<file path="src/rtl/trace_shadow_pipe_if.sv">
// Retire-record stream from trace_shadow_pipe to its consumer (checker or DPI bridge).
// Handshake: a record transfers on a clock edge where rec_valid && rec_ready; fields hold while rec_valid && !rec_ready.
interface trace_shadow_pipe_if #(
  parameter int PC_W      = 32,
  parameter int INSTR_W   = 32,
  parameter int DATA_W    = 32,
  parameter int REG_IDX_W = 5
);
  logic                 rec_valid;
  logic                 rec_ready;
  logic [PC_W-1:0]      rec_pc;
  logic [INSTR_W-1:0]   rec_instr;
  logic [REG_IDX_W-1:0] rec_rd;
  logic [REG_IDX_W-1:0] rec_rs;
  logic [REG_IDX_W-1:0] rec_rt;
  logic [2:0]           rec_type;
  logic                 rec_wr;
  logic [DATA_W-1:0]    rec_wdata;

  modport master (
    output rec_valid, rec_pc, rec_instr, rec_rd, rec_rs, rec_rt, rec_type, rec_wr, rec_wdata,
    input  rec_ready
  );

  modport slave (
    input  rec_valid, rec_pc, rec_instr, rec_rd, rec_rs, rec_rt, rec_type, rec_wr, rec_wdata,
    output rec_ready
  );
endinterface

</file>
<file path="src/rtl/trace_shadow_pipe.sv">
// Stall/flush-aware shadow pipeline of per-instruction trace records with a retire FIFO.
// Optional macro TRACE_END_DETECT_EN adds end_reg_val_i / sim_end syscall end detection.
module trace_shadow_pipe #(
  parameter int STAGES      = 4,
  parameter int HOLD_STAGES = 2,
  parameter int PC_W        = 32,
  parameter int INSTR_W     = 32,
  parameter int DATA_W      = 32,
  parameter int REG_IDX_W   = 5,
  parameter int FIFO_DEPTH  = 8
) (
  input  logic                 clk,
  input  logic                 reset,
  input  logic                 fetch_valid,
  input  logic [PC_W-1:0]      fetch_pc,
  input  logic [INSTR_W-1:0]   fetch_instr,
  input  logic [REG_IDX_W-1:0] iss_rd,
  input  logic [REG_IDX_W-1:0] iss_rs,
  input  logic [REG_IDX_W-1:0] iss_rt,
  input  logic [2:0]           iss_type,
  input  logic                 stall_i,
  input  logic [STAGES-1:0]    flush_i,
  input  logic                 retire_i,
  input  logic                 reg_wr_i,
  input  logic [DATA_W-1:0]    wr_data_i,
`ifdef TRACE_END_DETECT_EN
  input  logic [DATA_W-1:0]    end_reg_val_i,
  output logic                 sim_end,
`endif
  trace_shadow_pipe_if.master  rec,
  output logic [31:0]          retire_count,
  output logic                 overflow,
  output logic                 err_orphan
);

  localparam int WB    = STAGES - 1;
  localparam int AW    = $clog2(FIFO_DEPTH);
  localparam int REC_W = PC_W + INSTR_W + 3*REG_IDX_W + 3 + 1 + DATA_W;

  logic [STAGES-1:0]    r_v;
  logic [PC_W-1:0]      r_pc    [STAGES];
  logic [INSTR_W-1:0]   r_instr [STAGES];
  logic [REG_IDX_W-1:0] r_rd    [1:WB];
  logic [REG_IDX_W-1:0] r_rs    [1:WB];
  logic [REG_IDX_W-1:0] r_rt    [1:WB];
  logic [2:0]           r_type  [1:WB];

  logic [STAGES-1:0]    w_in_v;
  logic [PC_W-1:0]      w_in_pc    [STAGES];
  logic [INSTR_W-1:0]   w_in_instr [STAGES];
  logic [REG_IDX_W-1:0] w_in_rd    [1:WB];
  logic [REG_IDX_W-1:0] w_in_rs    [1:WB];
  logic [REG_IDX_W-1:0] w_in_rt    [1:WB];
  logic [2:0]           w_in_type  [1:WB];

  // Stage k input is stage k-1; decode fields enter on the stage 0 -> 1 transfer.
  always_comb begin
    w_in_v        = {r_v[STAGES-2:0], fetch_valid};
    w_in_pc[0]    = fetch_pc;
    w_in_instr[0] = fetch_instr;
    for (int k = 1; k < STAGES; k++) begin
      w_in_pc[k]    = r_pc[k-1];
      w_in_instr[k] = r_instr[k-1];
    end
    w_in_rd[1]   = iss_rd;
    w_in_rs[1]   = iss_rs;
    w_in_rt[1]   = iss_rt;
    w_in_type[1] = iss_type;
    for (int k = 2; k < STAGES; k++) begin
      w_in_rd[k]   = r_rd[k-1];
      w_in_rs[k]   = r_rs[k-1];
      w_in_rt[k]   = r_rt[k-1];
      w_in_type[k] = r_type[k-1];
    end
  end

  // Held stages keep their entry, the first unheld stage takes a bubble; flush always clears.
  always_ff @(posedge clk) begin
    if (reset) begin
      r_v <= '0;
    end else begin
      for (int k = 0; k < STAGES; k++) begin
        if (stall_i && (k < HOLD_STAGES))       r_v[k] <= r_v[k] & ~flush_i[k];
        else if (stall_i && (k == HOLD_STAGES)) r_v[k] <= 1'b0;
        else                                    r_v[k] <= w_in_v[k] & ~flush_i[k];
      end
    end
  end

  always_ff @(posedge clk) begin
    for (int k = 0; k < STAGES; k++) begin
      if (!(stall_i && (k < HOLD_STAGES))) begin
        r_pc[k]    <= w_in_pc[k];
        r_instr[k] <= w_in_instr[k];
      end
    end
    for (int k = 1; k < STAGES; k++) begin
      if (!(stall_i && (k < HOLD_STAGES))) begin
        r_rd[k]   <= w_in_rd[k];
        r_rs[k]   <= w_in_rs[k];
        r_rt[k]   <= w_in_rt[k];
        r_type[k] <= w_in_type[k];
      end
    end
  end

  logic             w_wb_v;
  logic             w_push;
  logic             w_pop;
  logic             w_full;
  logic             w_wr;
  logic [REC_W-1:0] w_rec;

  logic [REC_W-1:0] r_mem [FIFO_DEPTH];
  logic [AW-1:0]    r_wptr;
  logic [AW-1:0]    r_rptr;
  logic [AW:0]      r_cnt;
  logic [31:0]      r_retire_count;
  logic             r_overflow;
  logic             r_err_orphan;

  assign w_wb_v = r_v[WB];
  assign w_push = w_wb_v & retire_i;
  assign w_full = (r_cnt == (AW+1)'(FIFO_DEPTH));
  assign w_pop  = (r_cnt != '0) & rec.rec_ready;
  assign w_wr   = w_push & (~w_full | w_pop);
  assign w_rec  = {r_pc[WB], r_instr[WB], r_rd[WB], r_rs[WB], r_rt[WB], r_type[WB],
                   reg_wr_i, (reg_wr_i ? wr_data_i : {DATA_W{1'b0}})};

  always_ff @(posedge clk) begin
    if (reset) begin
      r_wptr         <= '0;
      r_rptr         <= '0;
      r_cnt          <= '0;
      r_retire_count <= '0;
      r_overflow     <= 1'b0;
      r_err_orphan   <= 1'b0;
    end else begin
      if (w_push)                      r_retire_count <= r_retire_count + 32'd1;
      if (retire_i && !w_wb_v)         r_err_orphan   <= 1'b1;
      if (w_push && w_full && !w_pop)  r_overflow     <= 1'b1;
      if (w_wr)  r_wptr <= r_wptr + AW'(1);
      if (w_pop) r_rptr <= r_rptr + AW'(1);
      r_cnt <= r_cnt + (AW+1)'(w_wr) - (AW+1)'(w_pop);
    end
  end

  always_ff @(posedge clk) begin
    if (w_wr) r_mem[r_wptr] <= w_rec;
  end

  assign rec.rec_valid = (r_cnt != '0);
  assign {rec.rec_pc, rec.rec_instr, rec.rec_rd, rec.rec_rs, rec.rec_rt,
          rec.rec_type, rec.rec_wr, rec.rec_wdata} = r_mem[r_rptr];

  assign retire_count = r_retire_count;
  assign overflow     = r_overflow;
  assign err_orphan   = r_err_orphan;

`ifdef TRACE_END_DETECT_EN
  logic r_sim_end;

  // Simulation ends on a retired syscall with register 2 holding 0xA.
  always_ff @(posedge clk) begin
    if (reset) begin
      r_sim_end <= 1'b0;
    end else if (w_push && (r_instr[WB] == INSTR_W'(32'h0000000C)) &&
                 (end_reg_val_i == DATA_W'(32'h0000000A))) begin
      r_sim_end <= 1'b1;
    end
  end

  assign sim_end = r_sim_end;
`endif

endmodule

</file>
<file path="src/flat_wrapper.sv">
// flat-port wrapper written by rule: the top's interface ports become plain ports
module trace_shadow_pipe_flat 
#(
  parameter int STAGES      = 4,
  parameter int HOLD_STAGES = 2,
  parameter int PC_W        = 32,
  parameter int INSTR_W     = 32,
  parameter int DATA_W      = 32,
  parameter int REG_IDX_W   = 5,
  parameter int FIFO_DEPTH  = 8
)
  (clk, reset, fetch_valid, fetch_pc, fetch_instr, iss_rd, iss_rs, iss_rt, iss_type, stall_i, flush_i, retire_i, reg_wr_i, wr_data_i, retire_count, overflow, err_orphan, rec_rec_valid, rec_rec_pc, rec_rec_instr, rec_rec_rd, rec_rec_rs, rec_rec_rt, rec_rec_type, rec_rec_wr, rec_rec_wdata, rec_rec_ready);
  trace_shadow_pipe_if #(.PC_W(PC_W), .INSTR_W(INSTR_W), .DATA_W(DATA_W), .REG_IDX_W(REG_IDX_W)) rec_i ();
  input  logic clk;
  input  logic reset;
  input  logic fetch_valid;
  input  logic [PC_W-1:0] fetch_pc;
  input  logic [INSTR_W-1:0] fetch_instr;
  input  logic [REG_IDX_W-1:0] iss_rd;
  input  logic [REG_IDX_W-1:0] iss_rs;
  input  logic [REG_IDX_W-1:0] iss_rt;
  input  logic [2:0] iss_type;
  input  logic stall_i;
  input  logic [STAGES-1:0] flush_i;
  input  logic retire_i;
  input  logic reg_wr_i;
  input  logic [DATA_W-1:0] wr_data_i;
  output logic [31:0] retire_count;
  output logic overflow;
  output logic err_orphan;
  output wire logic [$bits(rec_i.rec_valid)-1:0] rec_rec_valid;
  output wire logic [$bits(rec_i.rec_pc)-1:0] rec_rec_pc;
  output wire logic [$bits(rec_i.rec_instr)-1:0] rec_rec_instr;
  output wire logic [$bits(rec_i.rec_rd)-1:0] rec_rec_rd;
  output wire logic [$bits(rec_i.rec_rs)-1:0] rec_rec_rs;
  output wire logic [$bits(rec_i.rec_rt)-1:0] rec_rec_rt;
  output wire logic [$bits(rec_i.rec_type)-1:0] rec_rec_type;
  output wire logic [$bits(rec_i.rec_wr)-1:0] rec_rec_wr;
  output wire logic [$bits(rec_i.rec_wdata)-1:0] rec_rec_wdata;
  input wire logic [$bits(rec_i.rec_ready)-1:0] rec_rec_ready;
  assign rec_rec_valid = rec_i.rec_valid;
  assign rec_rec_pc = rec_i.rec_pc;
  assign rec_rec_instr = rec_i.rec_instr;
  assign rec_rec_rd = rec_i.rec_rd;
  assign rec_rec_rs = rec_i.rec_rs;
  assign rec_rec_rt = rec_i.rec_rt;
  assign rec_rec_type = rec_i.rec_type;
  assign rec_rec_wr = rec_i.rec_wr;
  assign rec_rec_wdata = rec_i.rec_wdata;
  assign rec_i.rec_ready = rec_rec_ready;
  trace_shadow_pipe #(.STAGES(STAGES), .HOLD_STAGES(HOLD_STAGES), .PC_W(PC_W), .INSTR_W(INSTR_W), .DATA_W(DATA_W), .REG_IDX_W(REG_IDX_W), .FIFO_DEPTH(FIFO_DEPTH)) u_core (.clk(clk), .reset(reset), .fetch_valid(fetch_valid), .fetch_pc(fetch_pc), .fetch_instr(fetch_instr), .iss_rd(iss_rd), .iss_rs(iss_rs), .iss_rt(iss_rt), .iss_type(iss_type), .stall_i(stall_i), .flush_i(flush_i), .retire_i(retire_i), .reg_wr_i(reg_wr_i), .wr_data_i(wr_data_i), .rec(rec_i), .retire_count(retire_count), .overflow(overflow), .err_orphan(err_orphan));
endmodule
</file>
<file path="config.mk">
export PLATFORM = sky130hd
export DESIGN_NAME = trace_shadow_pipe_flat
export DESIGN_NICKNAME = d
export VERILOG_FILES = /design/src/rtl/trace_shadow_pipe_if.sv /design/src/rtl/trace_shadow_pipe.sv /design/src/flat_wrapper.sv
export SDC_FILE = /design/constraint.sdc
export NUM_CORES = 1
export LEC_CHECK = 0
export CORE_ASPECT_RATIO = 1.75
export CORE_UTILIZATION = 43
export CTS_CLUSTER_DIAMETER = 60
export CTS_CLUSTER_SIZE = 28
export DETAILED_ROUTE_END_ITERATION = 8
export GPL_TIMING_DRIVEN = 0
export HOLD_SLACK_MARGIN = 0.08
export REMOVE_ABC_BUFFERS = 1
export SYNTH_ARGS = -nofsm -noshare
export SYNTH_HDL_FRONTEND = slang
export SYNTH_SLANG_ARGS = --single-unit
</file>
<file path="constraint.sdc">
create_clock -name clk -period 23.1 [get_ports clk]
set_input_delay 6.93 -clock clk [delete_from_list [all_inputs] [get_ports clk]]
set_output_delay 6.93 -clock clk [all_outputs]
set_load 0.005 [all_outputs]
</file>
==> out/metrics.yaml <==
postCtsHoldBufs: 0
synth_compound_area_frac: 0.006931
die_x_um: 245.4
syn_area_um2: 44590
routabilityCongestion: 0.7156
htree_levels: 2
syn-mean-instance-area_um2: 22.89
synth_commonest_cells: "edfxtp_1 (1066), mux4_2 (230), dfxtp_1 (215)"
grt_overflow: 0
max-vdd-ir-drop_uv: 67.23
root_buffer: "clkbuf_16"
max_slew_margin: 0.3689
yosysMostFrequentCell: "edfxtp_1"
status: "complete, no violations"
hold_viol: 0
num_rows: 155
crit_type: "reg2out"
multiInputGateArea_um2: 7935
grt_max_degree: 103
antennaDiodeCount: 0
finalSetupViolations: 0
worst_slew_pin_slew_ns: 0.9466
fin_crit_ns: 10.79
max_freq_ghz: 0.09267
hp-class: "reg2reg"
p_sw_frac: 0.2283
p_seq_frac: 0.572
synth-adder-area-share: 0.002694
routed_wl_um: 85530
reg2reg_from: "u_core.r_cnt[2]"
ys_ff_latch: 1281
power_leakage_uw: 0.01588
rsz0062_at_grt: "no"
post_cts_resized: 0
combPwrFrac: 0.171
die_area_um2: 105000
clock_latency_ns: 0.66
total_power_uw: 4555
grt_usage: 0.1631
power_switching_uw: 1040
r2r_cells: 13
first_pass_iters: 7
postLayoutCoreUtil: 0.5068
first_global_vias: 20800
slew_violations: 0
drv_cap: 0
core-area_um2: 102400
drive_gt1_frac: 0.2216
seqCellArea_um2: 36330
cts_tree: "yes"
synth_top_area_share: 0.7179
p_int_uw: 3515
antenna_found_initial: 4
ant_nets: 0
synthSimpleGateAreaFrac: 0.01844
netlist_instances: 1948
synthMuxAreaShare: 0.1459
die_h_um: 428.0
cts.clk_slew.worst_paths_ns: 0.11
initial_core_util: 0.4355
worstPathArrival_ns: 3.86
synth_warnings: 0
vias: 19240
whs_path_depth: 0
synth_seq_area_share: 0.8144
drc: 0
powerDensity_nw_per_um2: 87.77
grt_pass1_wl_um: 128400
clock_skew_ns: 0.02527
post_drt_wl_per_cell_um: 23.38
power.share.clock: 0.257
synth_edf_count: 1066
period_share: 0.4672
clockBufferDepth: 3
synthXorXnorAreaFrac: 0.002750
worstReg2RegEnd: "u_core.r_mem[0][15]"
port-buffer-count: 274
hpwlAfterDp_um: 52360
cts.sinks: 1281
synth_flop_cell: "edfxtp_1"
synthTopCellsByArea: "edfxtp_1 (72%), mux4_2 (12%), dfxtp_1 (9.7%)"
critPathRequiredTime_ns: 16.17
hold_start: "u_core.r_pc[2][17]"
synth_top_family_by_area: "multiplexers"
viasPerCell: 5.259
cp-start-kind: "flop"
min_to: "u_core.r_pc[3][17]"
pin_count: 275
r2r_slack_ns: 19.69
fillers: 8153
synth.distinct_cells: 39
final_nets: 2412
synth_top_area_cell: "edfxtp_1"
synthArstFlopShare: 0
end_kind: "primary output"
numCtsBuffers: 55
drt_iter0_markers: 1115
post_cts_buffers: 0
cp_max_fo: 41
area_growth_pct: 16.38
[per-stage QoR]
stage               hold slack (ns)  setup TNS (ns)  area (um^2)  setup slack (ns)  cells
finish                       0.3218               0        51900             12.31   3658
global route                 0.3357               0        51900             12.01   3658
CTS                          0.3299               0        51900             12.11   3658
detailed placement           0.3121               0        50180             12.63   3555
global placement             0.3102         -903.86        48660            -3.958   3474
floorplan                    0.3096               0        44250             5.832   1866
[worst max-delay path by stage]
stage / cells after the start / slack (ns) / endpoint
6_report: 6 / 12.31 / rec_rec_rd[1]
5_1_grt: 6 / 12.01 / rec_rec_pc[22]
4_1_cts: 6 / 12.11 / rec_rec_rd[1]
3_5_place_dp: 12 / 12.63 / u_core.r_mem[0][4]
3_3_place_gp: 5 / -3.96 / u_core.r_mem[0][4]
2_1_floorplan: 2 / 5.83 / rec_rec_instr[0]
[metal layers]
metal,vias up,share of wire,GRT usage
met3,93,0.048,0.02800
met5,-,0.00050,0
met2,412,0.51,0.2862
li1,8561,-,-
met4,8,0.018,0.03574
met1,10160,0.42,0.2112
[sequential cells by signal, indices dropped and copies added, names as in the netlist, named ones only]
name and flops:
u_core.r_rd 15, u_core.r_type 9, u_core.overflow 1, u_core.err_orphan 1
u_core.r_wptr 3, u_core.r_instr 128, u_core.r_cnt 4, u_core.retire_count 32
u_core.r_pc 128, u_core.r_mem 920, u_core.r_rs 15, u_core.r_rt 15
u_core.r_rptr 3, u_core.r_v 4
[power groups by stage]
stage | Combinational (uW) | Clock, uW | Sequential [uW]
floorplan | 578 | 0 | 2730
global route | 838 | 1280 | 2620
detailed placement | 797 | 0 | 2660
CTS | 802 | 1220 | 2610
global placement | 940 | 0 | 2790
finish | 779 | 1170 | 2600
[area by class of cell]
cell class,instances,area share
Clock buffer,89,0.02925
Inverter,14,0.001157
Tap cell,1334,0.03216
Clock inverter,14,0.003882
Timing Repair Buffer,355,0.08067
Multi-Input combinational cell,571,0.1529
Sequential cell,1281,0.7000
[cell families (layout without fill, tap and decap cells)]
family / after synthesis / count (layout)
buffers and inverters: 96 / 472
DFF: 1281 / 1281
muxes: 348 / 348
xor gates and xnor gates: 14 / 14
adders and majority gates: 9 / 9
AOI/OAI and AO/OA: 52 / 52
and+or+nand+nor: 148 / 148
[placed cells by master (no fill, tap or decap), types with 13 or more instances in the layout]
| master | instances |
|---|---|
| a21oi_1 | 26 |
| and2_1 | 32 |
| buf_12 | 28 |
| buf_16 | 18 |
| buf_6 | 34 |
| clkbuf_1 | 32 |
| clkbuf_16 | 55 |
| clkdlybuf4s50_1 | 272 |
| dfxtp_1 | 212 |
| edfxtp_1 | 1066 |
| inv_1 | 13 |
| mux2_2 | 116 |
| mux4_2 | 230 |
| nand2_1 | 22 |
| nand3_1 | 13 |
| nor2_1 | 19 |
| o31ai_1 | 13 |
| or4_1 | 14 |
[critical path: stages (launching register included)]
cell	delay [ns]
dfxtp_4	0.93
buf_16	0.36
buf_16	0.28
buf_16	0.26
mux4_2	0.52
mux2_2	0.31
clkdlybuf4s50_1	0.46
Note: power is estimated with default switching activity, not from simulation.
